`config.mk`:
```
export PLATFORM = sky130hd
export DESIGN_NAME = init_seq_ctrl
export DESIGN_NICKNAME = d
export VERILOG_FILES = /design/src/rtl/init_seq_ctrl.sv
export SDC_FILE = /design/constraint.sdc
export NUM_CORES = 1
export LEC_CHECK = 0
export ABC_AREA = 1
export BUFFER_PORTS_ARGS = -buffer_cell sky130_fd_sc_hd__buf_2
export CORE_MARGIN = 2
export CORE_UTILIZATION = 25
export CTS_BUF_LIST = sky130_fd_sc_hd__clkbuf_2
export DETAILED_ROUTE_END_ITERATION = 10
export GPL_ROUTABILITY_DRIVEN = 0
export MAX_ROUTING_LAYER = met4
export PLACE_DENSITY = 0.39
export SLEW_MARGIN = 30
export SYNTH_ARGS = -nofsm -noshare
export SYNTH_HDL_FRONTEND = slang
export SYNTH_SLANG_ARGS = --single-unit
```
`constraint.sdc`:
```
create_clock -name clk -period 2.3 [get_ports clk]
set_input_delay 0.23 -clock clk [delete_from_list [all_inputs] [get_ports clk]]
set_output_delay 0.23 -clock clk [all_outputs]
set_load 0.05 [all_outputs]
```
`src/rtl/init_seq_ctrl.sv`:
```
// Initialisation sequencer for SPI display controllers: walks a {delay, dc, data}
// table, hands each byte to the SPI transmitter, waits per-entry delays, then drains.
module init_seq_ctrl #(
  parameter int INIT_LIST_LENGTH = 47,
  parameter int DATA_W           = 8,
  parameter int DELAY_W          = 8,
  parameter int TICK_CYCLES      = 50000,
  localparam int AW = (INIT_LIST_LENGTH > 1) ? $clog2(INIT_LIST_LENGTH) : 1,
  localparam int RW = DELAY_W + 1 + DATA_W
) (
  input  logic              clk,
  input  logic              rst,
  input  logic              start,
  input  logic              abort,
  output logic              busy,
  output logic              done,
  output logic [AW-1:0]     rom_addr,
  input  logic [RW-1:0]     rom_data,
  output logic              tx_valid,
  input  logic              tx_ready,
  output logic [DATA_W-1:0] tx_data,
  output logic              tx_dc,
  input  logic              spi_busy
);

  localparam int PW = (TICK_CYCLES > 1) ? $clog2(TICK_CYCLES) : 1;
  localparam logic [AW-1:0] LAST_ADDR  = AW'(INIT_LIST_LENGTH - 1);
  localparam logic [PW-1:0] PRESC_LAST = PW'(TICK_CYCLES - 1);

  typedef enum logic [2:0] {
    S_IDLE  = 3'd0,
    S_FETCH = 3'd1,
    S_SEND  = 3'd2,
    S_DELAY = 3'd3,
    S_FLUSH = 3'd4,
    S_DONE  = 3'd5
  } state_t;

  state_t              r_state;
  logic [DELAY_W-1:0]  r_dly;
  logic [DELAY_W-1:0]  r_tick_cnt;
  logic [PW-1:0]       r_presc;
  logic [AW-1:0]       r_rom_addr;
  logic [DATA_W-1:0]   r_tx_data;
  logic                r_tx_dc;
  logic                r_tx_valid;
  logic                r_busy;
  logic                r_done;

  logic [DELAY_W-1:0]  w_rom_dly;
  logic                w_rom_dc;
  logic [DATA_W-1:0]   w_rom_data;
  logic                w_handshake;
  logic                w_last;
  logic                w_presc_wrap;
  logic                w_delay_end;

  assign w_rom_dly    = rom_data[RW-1 -: DELAY_W];
  assign w_rom_dc     = rom_data[DATA_W];
  assign w_rom_data   = rom_data[DATA_W-1:0];
  assign w_handshake  = r_tx_valid & tx_ready;
  assign w_last       = (r_rom_addr == LAST_ADDR);
  assign w_presc_wrap = (r_presc == PRESC_LAST);
  // r_dly is never zero while in DELAY, so dly-1 cannot underflow there.
  assign w_delay_end  = w_presc_wrap && (r_tick_cnt == (r_dly - DELAY_W'(1)));

  always_ff @(posedge clk) begin
    if (rst) begin
      r_state    <= S_IDLE;
      r_dly      <= '0;
      r_tick_cnt <= '0;
      r_presc    <= '0;
      r_rom_addr <= '0;
      r_tx_data  <= '0;
      r_tx_dc    <= 1'b0;
      r_tx_valid <= 1'b0;
      r_busy     <= 1'b0;
      r_done     <= 1'b0;
    end else if (abort && (r_state != S_IDLE)) begin
      // A byte already accepted by the transmitter keeps shifting; only the sequence stops.
      r_state    <= S_IDLE;
      r_tick_cnt <= '0;
      r_presc    <= '0;
      r_rom_addr <= '0;
      r_tx_valid <= 1'b0;
      r_busy     <= 1'b0;
      r_done     <= 1'b0;
    end else begin
      case (r_state)
        S_IDLE, S_DONE: begin
          if (start) begin
            r_state    <= S_FETCH;
            r_rom_addr <= '0;
            r_busy     <= 1'b1;
            r_done     <= 1'b0;
          end else begin
            r_state <= r_state;
          end
        end
        S_FETCH: begin
          r_dly      <= w_rom_dly;
          r_tx_dc    <= w_rom_dc;
          r_tx_data  <= w_rom_data;
          r_tx_valid <= 1'b1;
          r_state    <= S_SEND;
        end
        S_SEND: begin
          if (w_handshake) begin
            r_tx_valid <= 1'b0;
            if (r_dly != '0) begin
              r_state    <= S_DELAY;
              r_presc    <= '0;
              r_tick_cnt <= '0;
            end else if (w_last) begin
              r_state <= S_FLUSH;
            end else begin
              r_rom_addr <= r_rom_addr + AW'(1);
              r_state    <= S_FETCH;
            end
          end else begin
            r_tx_valid <= 1'b1;
          end
        end
        S_DELAY: begin
          if (w_delay_end) begin
            r_presc    <= '0;
            r_tick_cnt <= '0;
            if (w_last) begin
              r_state <= S_FLUSH;
            end else begin
              r_rom_addr <= r_rom_addr + AW'(1);
              r_state    <= S_FETCH;
            end
          end else if (w_presc_wrap) begin
            r_presc    <= '0;
            r_tick_cnt <= r_tick_cnt + DELAY_W'(1);
          end else begin
            r_presc <= r_presc + PW'(1);
          end
        end
        S_FLUSH: begin
          if (!spi_busy) begin
            r_state <= S_DONE;
            r_busy  <= 1'b0;
            r_done  <= 1'b1;
          end else begin
            r_state <= S_FLUSH;
          end
        end
        default: begin
          r_state    <= S_IDLE;
          r_tx_valid <= 1'b0;
          r_busy     <= 1'b0;
          r_done     <= 1'b0;
        end
      endcase
    end
  end

  assign busy     = r_busy;
  assign done     = r_done;
  assign rom_addr = r_rom_addr;
  assign tx_valid = r_tx_valid;
  assign tx_data  = r_tx_data;
  assign tx_dc    = r_tx_dc;

endmodule

```
**After elaboration in Yosys (flattened, before gate mapping)**

Index checks and enable logic that the tools add are counted.
Widths: inputs -> output; s select.

- Flip-flop bits (word level): 53
- Logic and storage cells: 80
- Input bits: 23

- Mux-type cells: 31
- Equal/unequal tests: 15
- Add/subtract/negate cells: 4
- Bitwise logic cells: 3
- Reductions and logical operators: 17

Operator list:

| kind | count |
|---|---|
| $mux 16 | 4 |
| $mux 8 | 4 |
| $pmux 16 s2 | 1 |
| $mux 6 | 5 |
| $pmux 6 s3 | 1 |
| $add 16x1->16 const B | 1 |
| $eq 16x16->1 const B | 1 |
| $pmux 8 s2 | 1 |
| $mux 3 | 5 |
| $pmux 3 s5 | 1 |
| $ne 2x2->1 const B | 6 |
| $pmux 1 s3 | 3 |
| $reduce_and 3->1 | 3 |
| $add 8x1->8 const B | 1 |
| $eq 8x8->1 | 1 |
| $reduce_bool 8->1 | 1 |
| $sub 8x1->8 const B | 1 |
| $add 6x1->6 const B | 1 |
| $eq 3x2->1 const B | 2 |
| $eq 3x3->1 const B | 2 |
| $eq 6x6->1 const B | 1 |
| $mux 1 | 6 |
| $reduce_bool 3->1 | 2 |
| $reduce_and 5->1 | 1 |
| 12 further kinds | 15 |

**Longest topological paths before layout**

- Depth after elaboration: 5
- Gate-level depth with buffers: 15
- Mapped depth without buffers: 15

**Worst setup path after synthesis**

Ideal clock, no wire load.

- Path type: flip-flop to flip-flop
- From: reg r_rom_addr[0] (netlist: rom_addr[0])
- To: reg r_rom_addr[0] (netlist: rom_addr[0])
- Setup slack: 513 ps
- Required time: 2175 ps
- Period minus slack after synthesis: 1787 ps
- Data arrival time: 1662 ps
- Stages on the path, launching flop included: 9
- Cells stage by stage: dfxtp_1 inv_1 ha_1 nand4_1 a21oi_1 nor2_4 nand3_2 nand2_1 a21oi_1

- Word-level cells in the longest chain between the ends: 5
- Elaborated cells between the ends (all ways): 7
- Those cells by class: 1 x add/sub; 1 x eq/ne; 5 x mux

RTL lines:

| item | RTL line | RTL |
|---|---|---|
| start, declared | 43 | `logic [AW-1:0] r_rom_addr;` |
| start signal, assigned | 117 | `r_rom_addr <= r_rom_addr + AW'(1);` |
| start signal, assigned | 131 | `r_rom_addr <= r_rom_addr + AW'(1);` |
| $add 6x1->6 or $eq 6x6->1 (tied branches) | 117, 131, 62 |  |
| $mux 6 * | 114, 128 |  |
| $mux 6 | 110 | `if (r_dly != '0) begin` |
| $mux 6 | 108 | `if (w_handshake) begin` |
| $pmux 6 s3 * | 89 | `case (r_state)` |

Every way passes the cells marked *; elsewhere a longest branch is shown, timed or not. The select of a mux whose other input is x is not followed.
A chain may end at the register's enable or synchronous reset.

**Worst setup path after layout**

- From: reg r_dly[0]
- To: reg r_rom_addr[1] (netlist: rom_addr[1])

- Word-level cells in the longest chain between the ends: 5
- Elaborated cells between the ends (all ways): 7
- Those cells by class: 1 x add/sub; 3 x eq/ne; 3 x reduce/logical

RTL lines:

| item | RTL line | RTL |
|---|---|---|
| start, declared | 40 | `logic [DELAY_W-1:0] r_dly;` |
| start signal, assigned | 101 | `r_dly <= w_rom_dly;` |
| $sub 8x1->8 | 65 | `assign w_delay_end = w_presc_wrap && (r_tick_cnt == (r_dly - DELAY_W'(1)));` |
| $eq 8x8->1 | 65 |  |
| $logic_and 1x1->1 | 65 |  |
| $ne 2x2->1 (no line) | -- |  |
| $reduce_and 5->1 (no line) * | -- |  |

Every way passes the cells marked *; elsewhere a longest branch is shown, timed or not.

==> results by group <==
Global routing
  • Vias in the first global route: approximately 2.8k
  • Largest net degree at the start of global routing: 26
  • GRT Resource Usage Total: roughly an eighth
  • Global-route wire length before repair: roughly 13 mm
  • Overflow after GRT: 0
  • Initial antenna violation count: 0

Yosys
  • YS warnings: 0
  • Synth area leader: dfxtp_1
  • Xor and xnor area share after synthesis: 2.032%
  • Post-synth EDFFs: 0
  • Yosys reg bits: 53
  • Top_reg_cell synth: dfxtp_1
  • Syn Inst Count: approximately 450
  • Mapped Area: 0.003018 sq mm
  • Most common library cells after synthesis: nand2_1 (116), dfxtp_1 (53), nor2_1 (51)
  • Distinct cells, synth: 40
  • Compound-Gate Fraction of Synth Area: around 14%
  • Synthesized area per cell: 6.782 sq um
  • Sequential-to-total area share from yosys stat: a little over a third
  • Multiplexer share of the synthesized area: 0%
  • Largest family of logic cells by synthesized area: simple AND/OR/NAND/NOR gates
  • Adder-cell share of the synthesized area: 2.488%
  • Post-Synth Simple-Gate Area: a little under two fifths
  • Syn nets: ~470
  • Main area contributors after synthesis: dfxtp_1 (35%), nand2_1 (14%), nor2_1 (6.3%)
  • FFs w/ async S/R, synth: 0%
  • Top-area cell type share of the netlist area: a little over a third
  • Count leader, synth: nand2_1

Timing
  • Setup violations, final: 0
  • Period utilization: roughly nine tenths
  • RSZ-0062 raised after global routing: false
  • Slew @ Worst Pin: roughly 0.47 ns
  • Highest clock rate: ~490 MHz
  • Setup TNS: 0 ns
  • Min cycle time layout: around 2.0 ns
  • Setup Skew: between 0.04 and 0.05 ns
  • Final hold vios: 0
  • Rel. slew slack: about two thirds
  • Slew Viols, Final: 0

Worst hold path
  • HP Class: primary input to flip-flop

Drt
  • Initial DRT Pass Iterations: 4
  • Vias per inst: ~4.5
  • Wire per inst: between 10 and 15 um
  • Post-route ant nets: 0
  • Drt total wl: roughly 7.9 mm
  • Drt drc: 0
  • DR vias: between 2k and 3k
  • Initial DRC count: approximately 140

Floorplanning
  • Chip width: between 100 and 150 um
  • Die area: 0.01297 sq mm
  • Cell row count: 40
  • CORE AREA: roughly 0.012 sq mm
  • Io pins: ~40
  • Die span in y: between 100 and 150 um
  • Initial Util: 25.34%

Finish
  • ANT cells: 0
  • Area Overhead vs Synth: 19.28%
  • Fillers: 1320
  • Share of cells above drive strength 1: between 10% and 20%
  • Finished Cell Area: ~0.0036 sq mm
  • Nets: approximately 530

CTS
  • Root Buffer: clkbuf_2
  • Clk slew on worst S/H paths: a little under 0.3 ns
  • Num CTS Buffers: 5
  • CTS tree: done
  • Clock tree buffer depth: 2
  • Clk_lat worst skew: 0.47 ns
  • CTS HTree Levels: 2
  • Sink Count: 53

Critical path
  • CP Launch Point: r_dly[0]
  • CP Depth: 15
  • Worst Path Required: about 2.7 ns
  • Critical path class: flip-flop to flip-flop
  • Worst flop-to-flop path startpoint: r_dly[0]
  • Setup crit end kind: flip-flop
  • Most used cell, CP: nand2_1
  • Reg2reg setup slack: around 0.26 ns
  • Critical Path Source Type: flip-flop
  • Critical-path top delay cell: dfxtp_2
  • Worst path bufs/invs: 2
  • Arrival time worst endpoint: approximately 2.4 ns
  • Worst-path cell chain: inv_1, ha_1, nand2_1, inv_1, nor2_1, nand2_1, nor2_1, nand2_1, nor2_1, nand2_2, nand2_4, nand3_2, nand2_1, nand2_1, nor2_1
  • Reg2Reg Depth: 15
  • Family with the most delay on the worst path: simple AND/OR/NAND/NOR gates
  • Worst Path Max Fanout: 12
  • Critical R2R Capture: rom_addr[1]
  • Worst setup endpoint: rom_addr[1]
  • CP max stage delay: 0.40 ns

Placed design
  • Number of port buffers: 40
  • HPWL after detailed placement: 6.013 mm
  • Area post-placement: between 0.003 and 0.004 sq mm

Flow run
  • Max Cap Viol: 0

Power
  • Leak pwr: approximately 1.5 nW
  • Power per cell area: between 800 and 900 mW/mm^2
  • Maximum VDD drop: 0.2631 mV

Run status
  • Outcome: completed
[worst reg2reg max path, delay by kind of cell (launching register included)]
kind | cells | cell delay (ns)
flip-flops | 1 | 0.40
buffers and inverters | 2 | 0.14
adder cells (fa/ha/maj) | 1 | 0.32
AND/OR/NAND/NOR | 12 | 1.13
[power breakdown]
part | internal (mW) | leakage, nW | switching [mW]
clock network | 0.185 | 0.0406 | 0.312
registers | 1.03 | 0.430 | 0.105
logic | 0.427 | 1.02 | 1.03
total | 1.64 | 1.49 | 1.45
[logic make-up after synthesis]
logic type,count (synthesis)
AOI/OAI and AO/OA,70
DFF,53
and+or+nand+nor,244
buffers and inverters,65
xor gates and xnor gates,7
adders and majority gates,6
[layer usage]
metal | global-route usage, % | wire (um) | up-vias
met2 | 21.40 | 3574 | 66
li1 | - | - | 1571
met3 | 2.391 | 299 | 8
met1 | 17.24 | 3931 | 1308
met5 | - | 0 | -
met4 | 3.171 | 72 | 0
[state kept, by name (all words and copies together) (netlist names)]
name and flops:
r_tick_cnt 8, r_presc 16, tx_data 8, r_dly 8, rom_addr 6, done 1, tx_dc 1, busy 1
r_state 3, tx_valid 1
[layout by cell type, fill, tap and decap left out, types with 4 or more instances in the layout]
cell type / instances
nor2_2: 5
nor2_4: 7
nand4_1: 16
o21ai_0: 15
nor3_1: 11
xor2_1: 6
dlygate4sd3_1: 17
inv_1: 49
nand2_2: 7
ha_1: 6
clkbuf_2: 6
dfxtp_1: 52
nand2_1: 116
a211oi_1: 8
nor2_1: 51
buf_2: 40
a21oi_1: 30
nand3_1: 24
inv_2: 4
[area by class of cell]
cell class                 instances  area, sq um  area share, %
tap                              147        183.9          5.109
sequential                        53         1062          29.51
clock inverter                     2        33.78         0.9385
timing repair buffer              60        392.9          10.91
inverter                          56        212.7          5.909
clock buffer                       6        30.03         0.8342
multi-input combinational        327         1684          46.79
[stage by stage]
stage                     setup WS [ns]  hold WS, ns  cells  total power, mW  util [%]
after floorplan                  0.5130       0.3773    445            2.290         -
after global placement           0.3130       0.4448    626            2.600     28.25
after detailed placement         0.2299       0.4552    626            2.603     28.25
after CTS                        0.1989      0.02361    651            3.143     30.21
after global routing           0.006957      0.04409    651            3.352     30.22
final                            0.2582      0.08008    651            3.087     30.22
[repair_timing]
item                       CTS  global route
resized for setup            0             1
hold endpoints to repair    17             0
hold buffers                17             0
buffers inserted             0             0
setup endpoints to repair    0             2
[how the worst min path moves through the flow]
stage / to / cells after the start / start
3_5_place_dp: tx_data[7] / 2 / tx_data[7]
3_3_place_gp: tx_data[0] / 2 / tx_data[0]
4_1_cts: tx_data[6] / 4 / abort
5_1_grt: tx_data[6] / 4 / abort
2_1_floorplan: tx_data[0] / 2 / rom_data[0]
6_report: tx_data[5] / 4 / abort
Note: power is estimated with default switching activity, not from simulation.
